==> config.mk <==
export PLATFORM = sky130hd
export DESIGN_NAME = dram_row_sequencer_flat
export DESIGN_NICKNAME = d
export VERILOG_FILES = /design/src/rtl/dram_row_sequencer_if.sv /design/src/rtl/dram_row_sequencer.sv /design/src/flat_wrapper.sv
export SDC_FILE = /design/constraint.sdc
export NUM_CORES = 1
export LEC_CHECK = 0
export BUFFER_PORTS_ARGS = -buffer_cell sky130_fd_sc_hd__clkbuf_2
export CAP_MARGIN = 10
export CORE_MARGIN = 2
export CORE_UTILIZATION = 55
export CTS_CLUSTER_DIAMETER = 40
export CTS_CLUSTER_SIZE = 40
export DETAILED_ROUTE_END_ITERATION = 8
export PLACE_DENSITY = 0.85
export RECOVER_POWER = 50
export SLEW_MARGIN = 5
export SYNTH_ARGS = -nofsm -noshare
export SYNTH_HDL_FRONTEND = slang
export SYNTH_SLANG_ARGS = --single-unit
==> constraint.sdc <==
create_clock -name clk -period 4.7 [get_ports clk]
set_input_delay 0.94 -clock clk [delete_from_list [all_inputs] [get_ports clk]]
set_output_delay 0.94 -clock clk [all_outputs]
set_load 0.005 [all_outputs]
==> src/rtl/dram_row_sequencer_if.sv <==
// Request/response handshake between the AXI slave wrapper and the DRAM row sequencer.
// The sequencer uses the slave modport and the wrapper uses the master modport.
interface dram_row_sequencer_if;
    logic        req_valid;
    logic        req_ready;
    logic        req_we;
    logic [31:0] req_addr;
    logic [31:0] req_wdata;
    logic [3:0]  req_wstrb;
    logic        rsp_valid;
    logic        rsp_ready;
    logic [31:0] rsp_rdata;

    modport master (
        output req_valid, req_we, req_addr, req_wdata, req_wstrb, rsp_ready,
        input  req_ready, rsp_valid, rsp_rdata
    );
    modport slave (
        input  req_valid, req_we, req_addr, req_wdata, req_wstrb, rsp_ready,
        output req_ready, rsp_valid, rsp_rdata
    );
endinterface

==> src/rtl/dram_row_sequencer.sv <==
// Single-word open-page DRAM command scheduler: tracks one open row and issues PRE/ACT/RD/WR
// with parameterised NOP gaps. Every output is a flop decoded from the next state.
module dram_row_sequencer #(
    parameter int unsigned T_RP  = 4,
    parameter int unsigned T_RCD = 4,
    parameter int unsigned T_WR  = 4
) (
    input  logic                       clk,
    input  logic                       rst,
    dram_row_sequencer_if.slave        bus,
    output logic                       row_open,
    output logic                       DRAM_CSn,
    output logic [3:0]                 DRAM_WEn,
    output logic                       DRAM_RASn,
    output logic                       DRAM_CASn,
    output logic [10:0]                DRAM_A,
    output logic [31:0]                DRAM_D,
    input  logic                       DRAM_valid,
    input  logic [31:0]                DRAM_Q
);
    typedef enum logic [3:0] {
        S_IDLE, S_PRE, S_PWAIT, S_ACT, S_AWAIT, S_RD, S_RWAIT, S_WR, S_WWAIT, S_RSP
    } state_t;

    localparam logic [3:0] RP_LOAD  = 4'(T_RP - 1);
    localparam logic [3:0] RCD_LOAD = 4'(T_RCD - 1);
    localparam logic [3:0] WR_LOAD  = 4'(T_WR - 1);

    state_t      state_q, state_d;
    logic [3:0]  cnt_q, cnt_d;
    logic        we_q, we_d;
    logic [10:0] row_q, row_d;
    logic [9:0]  col_q, col_d;
    logic [31:0] wdata_q, wdata_d;
    logic [3:0]  wstrb_q, wstrb_d;
    logic [31:0] rdata_q, rdata_d;
    logic        row_open_q, row_open_d;
    logic [10:0] open_row_q, open_row_d;
    logic        rsp_valid_q, rsp_valid_d;
    logic        req_ready_q, req_ready_d;
    logic        csn_q, csn_d, rasn_q, rasn_d, casn_q, casn_d;
    logic [3:0]  wen_q, wen_d;
    logic [10:0] a_q, a_d;
    logic [31:0] d_q, d_d;
    logic [10:0] req_row_s;
    logic        unused_addr_s;

    assign req_row_s     = bus.req_addr[22:12];
    assign unused_addr_s = ^{bus.req_addr[31:23], bus.req_addr[1:0]};

    // Next-state logic, request latching, wait counting and read-data capture.
    always_comb begin
        state_d = state_q;
        cnt_d   = cnt_q;
        we_d    = we_q;
        row_d   = row_q;
        col_d   = col_q;
        wdata_d = wdata_q;
        wstrb_d = wstrb_q;
        rdata_d = rdata_q;
        case (state_q)
            S_IDLE: begin
                if (bus.req_valid) begin
                    we_d    = bus.req_we;
                    row_d   = req_row_s;
                    col_d   = bus.req_addr[11:2];
                    wdata_d = bus.req_wdata;
                    wstrb_d = bus.req_wstrb;
                    // An all-zero strobe write touches nothing, so it is acknowledged directly.
                    if (bus.req_we && (bus.req_wstrb == 4'b0000)) begin
                        state_d = S_RSP;
                    end else if (row_open_q && (open_row_q == req_row_s)) begin
                        state_d = bus.req_we ? S_WR : S_RD;
                    end else if (row_open_q) begin
                        state_d = S_PRE;
                    end else begin
                        state_d = S_ACT;
                    end
                end else begin
                    state_d = S_IDLE;
                end
            end
            S_PRE: begin
                state_d = S_PWAIT;
                cnt_d   = RP_LOAD;
            end
            S_PWAIT: begin
                if (cnt_q == 4'd0) begin
                    state_d = S_ACT;
                end else begin
                    cnt_d = cnt_q - 4'd1;
                end
            end
            S_ACT: begin
                state_d = S_AWAIT;
                cnt_d   = RCD_LOAD;
            end
            S_AWAIT: begin
                if (cnt_q == 4'd0) begin
                    state_d = we_q ? S_WR : S_RD;
                end else begin
                    cnt_d = cnt_q - 4'd1;
                end
            end
            S_RD: state_d = S_RWAIT;
            S_RWAIT: begin
                if (DRAM_valid) begin
                    rdata_d = DRAM_Q;
                    state_d = S_RSP;
                end else begin
                    state_d = S_RWAIT;
                end
            end
            S_WR: begin
                state_d = S_WWAIT;
                cnt_d   = WR_LOAD;
            end
            S_WWAIT: begin
                if (cnt_q == 4'd0) begin
                    state_d = S_RSP;
                end else begin
                    cnt_d = cnt_q - 4'd1;
                end
            end
            S_RSP: begin
                if (bus.rsp_ready) begin
                    state_d = S_IDLE;
                end else begin
                    state_d = S_RSP;
                end
            end
            default: state_d = S_IDLE;
        endcase
    end

    // Pin and status decode from the next state so the outputs line up with the state register.
    always_comb begin
        csn_d       = 1'b1;
        rasn_d      = 1'b1;
        casn_d      = 1'b1;
        wen_d       = 4'hF;
        a_d         = 11'd0;
        d_d         = 32'd0;
        row_open_d  = row_open_q;
        open_row_d  = open_row_q;
        rsp_valid_d = (state_d == S_RSP);
        req_ready_d = (state_d == S_IDLE);
        case (state_d)
            S_PRE: begin
                csn_d      = 1'b0;
                rasn_d     = 1'b0;
                wen_d      = 4'h0;
                row_open_d = 1'b0;
            end
            S_ACT: begin
                csn_d      = 1'b0;
                rasn_d     = 1'b0;
                a_d        = row_d;
                row_open_d = 1'b1;
                open_row_d = row_d;
            end
            S_RD: begin
                csn_d  = 1'b0;
                casn_d = 1'b0;
                a_d    = {1'b0, col_d};
            end
            S_WR: begin
                csn_d  = 1'b0;
                casn_d = 1'b0;
                wen_d  = ~wstrb_d;
                a_d    = {1'b0, col_d};
                d_d    = wdata_d;
            end
            default: begin
                csn_d = 1'b1;
            end
        endcase
    end

    // State, request, response and pin registers; reset idles the pins and forgets the open row.
    always_ff @(posedge clk or negedge rst) begin
        if (!rst) begin
            state_q     <= S_IDLE;
            cnt_q       <= 4'd0;
            we_q        <= 1'b0;
            row_q       <= 11'd0;
            col_q       <= 10'd0;
            wdata_q     <= 32'd0;
            wstrb_q     <= 4'd0;
            rdata_q     <= 32'd0;
            row_open_q  <= 1'b0;
            open_row_q  <= 11'd0;
            rsp_valid_q <= 1'b0;
            req_ready_q <= 1'b1;
            csn_q       <= 1'b1;
            rasn_q      <= 1'b1;
            casn_q      <= 1'b1;
            wen_q       <= 4'hF;
            a_q         <= 11'd0;
            d_q         <= 32'd0;
        end else begin
            state_q     <= state_d;
            cnt_q       <= cnt_d;
            we_q        <= we_d;
            row_q       <= row_d;
            col_q       <= col_d;
            wdata_q     <= wdata_d;
            wstrb_q     <= wstrb_d;
            rdata_q     <= rdata_d;
            row_open_q  <= row_open_d;
            open_row_q  <= open_row_d;
            rsp_valid_q <= rsp_valid_d;
            req_ready_q <= req_ready_d;
            csn_q       <= csn_d;
            rasn_q      <= rasn_d;
            casn_q      <= casn_d;
            wen_q       <= wen_d;
            a_q         <= a_d;
            d_q         <= d_d;
        end
    end

    assign bus.req_ready = req_ready_q;
    assign bus.rsp_valid = rsp_valid_q;
    assign bus.rsp_rdata = rdata_q;
    assign row_open      = row_open_q;
    assign DRAM_CSn      = csn_q;
    assign DRAM_RASn     = rasn_q;
    assign DRAM_CASn     = casn_q;
    assign DRAM_WEn      = wen_q;
    assign DRAM_A        = a_q;
    assign DRAM_D        = d_q;
endmodule

==> src/flat_wrapper.sv <==
// flat-port wrapper written by rule: the top's interface ports become plain ports
module dram_row_sequencer_flat 
#(
    parameter int unsigned T_RP  = 4,
    parameter int unsigned T_RCD = 4,
    parameter int unsigned T_WR  = 4
)
  (clk, rst, row_open, DRAM_CSn, DRAM_WEn, DRAM_RASn, DRAM_CASn, DRAM_A, DRAM_D, DRAM_valid, DRAM_Q, bus_req_valid, bus_req_we, bus_req_addr, bus_req_wdata, bus_req_wstrb, bus_rsp_ready, bus_req_ready, bus_rsp_valid, bus_rsp_rdata);
  dram_row_sequencer_if bus_i ();
  input  logic clk;
  input  logic rst;
  output logic row_open;
  output logic DRAM_CSn;
  output logic [3:0] DRAM_WEn;
  output logic DRAM_RASn;
  output logic DRAM_CASn;
  output logic [10:0] DRAM_A;
  output logic [31:0] DRAM_D;
  input  logic DRAM_valid;
  input  logic [31:0] DRAM_Q;
  input wire logic [$bits(bus_i.req_valid)-1:0] bus_req_valid;
  input wire logic [$bits(bus_i.req_we)-1:0] bus_req_we;
  input wire logic [$bits(bus_i.req_addr)-1:0] bus_req_addr;
  input wire logic [$bits(bus_i.req_wdata)-1:0] bus_req_wdata;
  input wire logic [$bits(bus_i.req_wstrb)-1:0] bus_req_wstrb;
  input wire logic [$bits(bus_i.rsp_ready)-1:0] bus_rsp_ready;
  output wire logic [$bits(bus_i.req_ready)-1:0] bus_req_ready;
  output wire logic [$bits(bus_i.rsp_valid)-1:0] bus_rsp_valid;
  output wire logic [$bits(bus_i.rsp_rdata)-1:0] bus_rsp_rdata;
  assign bus_i.req_valid = bus_req_valid;
  assign bus_i.req_we = bus_req_we;
  assign bus_i.req_addr = bus_req_addr;
  assign bus_i.req_wdata = bus_req_wdata;
  assign bus_i.req_wstrb = bus_req_wstrb;
  assign bus_i.rsp_ready = bus_rsp_ready;
  assign bus_req_ready = bus_i.req_ready;
  assign bus_rsp_valid = bus_i.rsp_valid;
  assign bus_rsp_rdata = bus_i.rsp_rdata;
  dram_row_sequencer #(.T_RP(T_RP), .T_RCD(T_RCD), .T_WR(T_WR)) u_core (.clk(clk), .rst(rst), .bus(bus_i), .row_open(row_open), .DRAM_CSn(DRAM_CSn), .DRAM_WEn(DRAM_WEn), .DRAM_RASn(DRAM_RASn), .DRAM_CASn(DRAM_CASn), .DRAM_A(DRAM_A), .DRAM_D(DRAM_D), .DRAM_valid(DRAM_valid), .DRAM_Q(DRAM_Q));
endmodule
==> results.txt, run 1 <==
----------------------------------------------------
[Status]
  Status ... finished with violations
  Violated checks ... capacitance limit, slew limit

[Routing]
  Number of vias after detailed routing ... 4398
  Total length of routed wires ... approximately 13000 um
  Average detailed-routed wire length per instance ... 16.2 um
  Number of optimization iterations in the first detailed-route pass ... 6
  DR DRC count ... 0
  Via count normalized by instance count ... approximately 5.3
  Drt initial violations ... 282
  Post-route antenna net violation count ... 0

[Global routing]
  Initial antenna violation count ... 0
  Met3 Resource Use GR ... 0.0610
  GRT met2 Usage ... 0.377
  First-pass GRT wire length ... 22100 um
  Vias in the first global route ... about 4500
  Leftover overflow at the end of global routing ... 0
  Met1 GRT Util ... 0.276
  Global Route Usage Sum ... 0.225
  Largest net degree at the start of global routing ... 80
  Routing layer with the top usage in global route ... met2

[CTS]
  Clk sinks ... 162
  Clock transition at the register clock pins on the worst setup and hold paths after CTS ... 0.06 ns
  CTS root buffer ... clkbuf_16
  H-tree levels ... 4
  Post-cts sizing count ... 0
  Max Buffers Root-to-Sink ... 2
  Setup Fix Bufs, Post-CTS ... 0
  Clock buffer count from CTS ... 17
  Skew-Pair Late Insertion Delay ... between 0.4 and 0.5 ns
  CTS tree ... yes
  Total of hold buffers inserted after clock tree synthesis ... 0

[STA]
  Worst slew slack as a fraction of its limit ... -0.490
  Min Clock Period, post-route ... 3.10 ns
  Transition time of the tightest slew-check pin ... 2.24 ns
  Total negative slack for setup checks ... 0 ns
  Slew Limit Fails ... 87
  Worst clock skew ... roughly 0.0076 ns
  FMAX ... roughly 0.32 GHz
  Total of endpoints with negative setup slack in the final report ... 0
  Period Utilization, post-route ... 0.660
  Hold violation total from the final report ... 0
  RSZ-0062 raised after global routing ... no

[Critical path]
  Highest-delay cell along the critical path ... clkbuf_1
  Worst-path fanout max ... 79
  Bufs and invs on worst path ... 2
  Category of the most critical setup path ... input pin to async pin
  Critical path arrival ... 3.17 ns
  Crit path launch type ... input pin
  Largest stage delay on the critical path ... 1.65 ns
  Cell Chain, Critical Path ... buf_6, clkbuf_1
  Top cell family by delay on the critical path ... buffers and inverters
  Worst Setup End Kind ... async pin
  Required @ worst endpoint ... between 4 and 5 ns

[Placed design]
  Port buffer count ... 179
  Final weighted congestion in routability-driven placement ... slightly above 0.8
  HPWL reported at the end of detailed placement ... 9140 um

[Finish]
  Signed area change from the synthesized netlist to the final layout ... 25.3%
  Count of nets after finishing ... 775
  Filler instances ... 823
  Layout cells sized above 1 ... 0.402
  Multi-input combinational cell area ... 0.00214 mm2
  Register Area ... about 0.0041 mm2
  Post-Route Utilization ... 0.700
  Antenna cells ... 0

[Power]
  Part of the total power dissipated in the clock network ... 0.276
  Sequential share of power ... 0.422
  Internal cell power ... 3.58 mW
  Switching share of total power ... 0.311
  Cell area power density ... 652 mW/mm2
  Net switching power ... 1.62 mW
  Worst voltage drop across the vdd grid ... 0.448 mV
  Static power due to leakage ... 4.15 nW
  Combinational cell fraction of total power ... 0.301

[Synthesis]
  FFs w/ async S/R, synth ... 1.00
  Count of cell types in the netlist ... 57
  Number of synthesized register bits ... 162
  Number of enable flip-flop cells after synthesis ... 0
  Yosys warning count ... 0
  Nets in the synthesized netlist ... 600
  Gate count of the mapped netlist ... 493
  Mean instance size in the synthesized netlist ... between 10 and 15 um2
  Post-synthesis instance area ... ~0.0064 mm2
  Top flip-flop cell by instance count after synthesis ... dfrtp_1
  Share of synthesized area occupied by flip-flops and latches ... 0.640

[Floorplan]
  Floorplan core area ... between 0.01 and 0.015 mm2
  Vertical die dimension ... 111 um
  Site Rows ... 39
  Starting density of the core ... 0.559
  Die footprint ... 0.0124 mm2
  Top-Level Pins ... 191
  Die Width ... around 110 um

[Worst hold path]
  Path type of the worst min-delay path ... flop to flop

[Flow run]
  Number of maximum-capacitance constraint violations ... 2

----------------------------------------------------
[registers in the layout, indices dropped and copies added (netlist names), 4 cells and up]
signal,count
u_core.DRAM_A,11
u_core.DRAM_D,32
u_core.DRAM_WEn,4
u_core.bus.rsp_rdata,32
u_core.cnt_q,4
u_core.col_q,10
u_core.open_row_q,11
u_core.row_q,11
u_core.state_q,4
u_core.wdata_q,32
u_core.wstrb_q,4
[placed cells by master (no fill, tap or decap), types with 2 or more instances in the layout]
cell        count
a21oi_1         3
a31oi_1         4
a32o_1         10
and3_1         35
buf_4           4
bufinv_16       4
clkbuf_1       20
clkbuf_16      17
clkbuf_2      162
clkinv_2        2
clkinvlp_4      3
dfrtp_1       154
dfstp_2         8
inv_1           9
inv_6           2
mux2_1         12
mux2_2         47
mux2_4          9
nand2_1       100
nand3_1         2
nor2_1          4
nor2b_1         5
nor3_1          6
nor3b_1         2
nor4_1          2
o21ai_0         5
o22ai_1         2
xor2_1         13
[kinds of logic after synthesis]
| group | count (synthesis) | share of synthesized area |
|---|---|---|
| fa+ha+maj | 1 | 0.00197 |
| mux | 68 | 0.126 |
| compound gates | 42 | 0.0595 |
| buf+inv | 39 | 0.0278 |
| simple gates | 168 | 0.127 |
| flops | 162 | 0.640 |
| xor+xnor | 13 | 0.0179 |
[per-layer routing]
layer / vias to the layer above / wire [um] / share of wire
li1: 2034 / - / -
met1: 2195 / 5470 / 0.41
met2: 138 / 6880 / 0.51
met3: 31 / 668 / 0.050
met4: 0 / 368 / 0.027
met5: - / 0 / 0
[power groups by stage]
stage / sequential (mW) / combinational (mW) / clock [mW]
global route: 2.25 / 1.72 / 1.53
finish: 2.19 / 1.57 / 1.44
floorplan: 2.13 / 1.10 / 0
detailed placement: 2.21 / 1.57 / 0
global placement: 2.17 / 1.49 / 0
CTS: 2.19 / 1.58 / 1.47
[final cells by class]
type,instances,area share
clock buffer,20,0.0561
multi-input combinational,292,0.268
tap,143,0.0225
clock inverter,12,0.0225
timing repair buffer,185,0.115
inverter,10,0.00471
sequential,162,0.510
[metrics by stage]
stage                     cells  total power, mW  hold slack (ns)  worst slack, ns  area, um2
after floorplan             493             3.23            0.443             2.01       6350
after global placement      792             3.65            0.456             1.44       7370
after detailed placement    792             3.78            0.463             1.36       7370
after CTS                   824             5.24            0.478             1.63       7990
after global routing        824             5.50            0.504             1.03       7960
final                       824             5.19            0.473             1.60       7960
[synth_stat cells (all sizes together) (2+ instances only)]
| master | n | area share |
|---|---|---|
| dfrtp | 154 | 0.61 |
| nand2 | 101 | 0.060 |
| mux2 | 68 | 0.13 |
| and3 | 35 | 0.034 |
| clkbuf | 15 | 0.0089 |
| buf | 14 | 0.013 |
| xor2 | 13 | 0.018 |
| a32o | 10 | 0.016 |
| inv | 10 | 0.0059 |
| dfstp | 8 | 0.033 |
| nor3 | 7 | 0.0063 |
| o21ai | 6 | 0.0047 |
| nor2b | 5 | 0.0049 |
| a31oi | 4 | 0.0039 |
| nor2 | 4 | 0.0024 |
| a21oi | 3 | 0.0024 |
| nor3b | 3 | 0.0043 |
| nand3 | 2 | 0.0016 |
| nor4 | 2 | 0.0020 |
| o211ai | 2 | 0.0045 |
| o22ai | 2 | 0.0020 |
[worst paths after layout]
check | depth (start not counted) | slack [ns] | start | end
setup / recovery | 2 | 1.60 | rst | u_core.DRAM_A[5]
hold / removal | 2 | 0.47 | u_core.bus.rsp_rdata[21] | u_core.bus.rsp_rdata[21]
setup reg to reg | 8 | 1.63 | u_core.cnt_q[0] | u_core.open_row_q[0]
hold reg to reg | 2 | 0.47 | u_core.bus.rsp_rdata[21] | u_core.bus.rsp_rdata[21]
max in group clk | 8 | 1.63 | u_core.cnt_q[0] | u_core.open_row_q[0]
min in group asynchronous | 1 | 0.55 | rst | u_core.wdata_q[27]
No activity file was read; power rests on OpenSTA's default activity.
==> inputs of run 2 (changes only) <==
--- a/config.mk
+++ b/config.mk
@@ -8,11 +8,11 @@
 export BUFFER_PORTS_ARGS = -buffer_cell sky130_fd_sc_hd__clkbuf_2
 export CAP_MARGIN = 10
 export CORE_MARGIN = 2
-export CORE_UTILIZATION = 55
+export CORE_UTILIZATION = 46
 export CTS_CLUSTER_DIAMETER = 40
 export CTS_CLUSTER_SIZE = 40
 export DETAILED_ROUTE_END_ITERATION = 8
-export PLACE_DENSITY = 0.85
+export PLACE_DENSITY = 0.75
 export RECOVER_POWER = 50
 export SLEW_MARGIN = 5
 export SYNTH_ARGS = -nofsm -noshare
==> constraint.sdc (replaced) <==
create_clock -name clk -period 2.5 [get_ports clk]
set_input_delay 0.5 -clock clk [delete_from_list [all_inputs] [get_ports clk]]
set_output_delay 0.5 -clock clk [all_outputs]
set_load 0.005 [all_outputs]
==> results.txt, run 2 (synthesized netlist as in run 1, its figures left out) <==
----------------------------------------------------
[Worst hold path]
  Hold path start ... DRAM_Q[13]
  Sink of the worst hold path ... u_core.bus.rsp_rdata[13]
  Hold path cells ... 3
  Path type of the worst min-delay path ... input pin to flop

[Routing]
  DR DRC count ... 0
  Number of vias after detailed routing ... between 4000 and 5000
  Via count normalized by instance count ... 5.03
  Average detailed-routed wire length per instance ... 15.3 um
  Post-route antenna net violation count ... 0
  Number of optimization iterations in the first detailed-route pass ... 4
  Total length of routed wires ... ~13000 um
  Drt initial violations ... 206

[STA]
  Slew Limit Fails ... 0
  Total negative slack for setup checks ... 0 ns
  Period Utilization, post-route ... 0.927
  Total of endpoints with negative setup slack in the final report ... 0
  Transition time of the tightest slew-check pin ... 1.19 ns
  Final worst hold slack ... 0.276 ns
  Min Clock Period, post-route ... around 2.3 ns
  FMAX ... 0.431 GHz
  Worst slew slack as a fraction of its limit ... 0.210
  RSZ-0062 raised after global routing ... no
  Hold violation total from the final report ... 0
  Worst clock skew ... between 0.01 and 0.015 ns

[Floorplan]
  Top-Level Pins ... 191
  Vertical die dimension ... 122 um
  Starting density of the core ... 0.476
  Floorplan core area ... 0.0133 mm2
  Site Rows ... 42
  Die footprint ... 0.0148 mm2
  Die Width ... 122 um

[CTS]
  Skew-Pair Late Insertion Delay ... 0.42 ns
  Max Buffers Root-to-Sink ... 2
  Clock buffer count from CTS ... 17
  CTS tree ... yes
  Clock transition at the register clock pins on the worst setup and hold paths after CTS ... 0.06 ns
  H-tree levels ... 4
  Setup Fix Bufs, Post-CTS ... 0
  Clk sinks ... 162
  CTS root buffer ... clkbuf_16

[Finish]
  Most frequent standard cell in the layout excluding fill and tap cells ... clkbuf_2
  Layout cells sized above 1 ... 0.413
  Antenna cells ... 0
  Count of nets after finishing ... 787
  Signed area change from the synthesized netlist to the final layout ... 27.9%
  Post-Route Utilization ... 0.609
  Commonest cells after routing, fill and taps aside ... clkbuf_2 (160), dfrtp_1 (154), nand2_1 (100)
  Post-layout instance count excluding filler cells ... 869

[Global routing]
  Vias in the first global route ... 4448
  First-pass GRT wire length ... around 22000 um
  Largest net degree at the start of global routing ... 62
  Leftover overflow at the end of global routing ... 0
  Initial antenna violation count ... 0
  Global Route Usage Sum ... 0.190

[Critical path]
  Cell Chain, Critical Path ... inv_1, ha_1, nor3b_2, buf_4, a221oi_2, o22ai_1, and3_1, buf_12, mux2_1
  Worst-case register-to-register setup slack ... 0.18 ns
  Worst Setup End Kind ... flop
  Worst-path fanout max ... 22
  Highest-delay cell along the critical path ... dfrtp_1
  Critical path arrival ... 2.61 ns
  Required @ worst endpoint ... between 2 and 3 ns
  Largest stage delay on the critical path ... 0.40 ns
  Reg2Reg Depth ... 9
  Worst reg2reg path endpoint ... u_core.open_row_q[10]
  Category of the most critical setup path ... flop to flop
  Source of the worst register-to-register timing path ... u_core.cnt_q[0]
  Crit path launch type ... flop

[Placed design]
  Placed cell count ... 837
  Port buffer count ... roughly 180
  Final weighted congestion in routability-driven placement ... 0.788
  HPWL reported at the end of detailed placement ... 9240 um

[Power]
  Final Power ... between 9 and 10 mW
  Cell area power density ... around 1200 mW/mm2
  Static power due to leakage ... roughly 4.2 nW
  Worst voltage drop across the vdd grid ... 0.809 mV

[Flow run]
  Number of maximum-capacitance constraint violations ... 0

[Status]
  Status ... finished, final reports clean

----------------------------------------------------
-- run 2: timing repair --
item                                    4_1_cts  5_1_grt
endpoints found under the setup margin        0        2
hold buffers                                  0        0
gates resized for setup                       0        1
-- run 2: per-stage QoR --
stage,setup WS (ns),area [um2]
floorplan,0.232,6350
global placement,0.147,7570
detailed placement,0.121,7570
CTS,0.157,8180
global route,0.00950,8130
finish,0.182,8130
-- run 2: worst max-delay path by stage --
stage / endpoint / slack (ns) / from
finish: u_core.open_row_q[10] / 0.18 / u_core.cnt_q[0]
CTS: u_core.open_row_q[10] / 0.16 / u_core.cnt_q[0]
detailed placement: u_core.open_row_q[10] / 0.12 / bus_req_wstrb[0]
floorplan: u_core.open_row_q[1] / 0.23 / u_core.cnt_q[0]
global placement: u_core.open_row_q[10] / 0.15 / bus_req_wstrb[0]
global route: u_core.open_row_q[10] / 0.009 / u_core.cnt_q[0]
-- run 2: routing by layer --
layer | wire length [um] | track usage
met3 | 685 | 0.0475
met5 | 0 | 0
met4 | 276 | 0.0747
met1 | 5620 | 0.240
met2 | 6700 | 0.317
-- run 2: worst max-delay path, delay by kind of cell, from the launching register on --
family | cells | cell delay (ns)
flops | 1 | 0.40
mux | 1 | 0.31
buf+inv | 3 | 0.37
simple gates | 2 | 0.40
fa+ha+maj | 1 | 0.23
compound gates | 2 | 0.47
-- run 2: area by class of cell --
cell class,count,area [um2]
fill,1087,5220
sequential,162,4060
multi-input combinational,292,2140
timing repair buffer,197,1050
clock buffer,20,447
tap,176,220
clock inverter,12,158
inverter,10,37.5
-- run 2: report_power, final --
group,switching (mW),internal (mW)
clock network,1.02,1.60
registers,0.434,3.63
logic,1.58,1.54
total,3.04,6.78
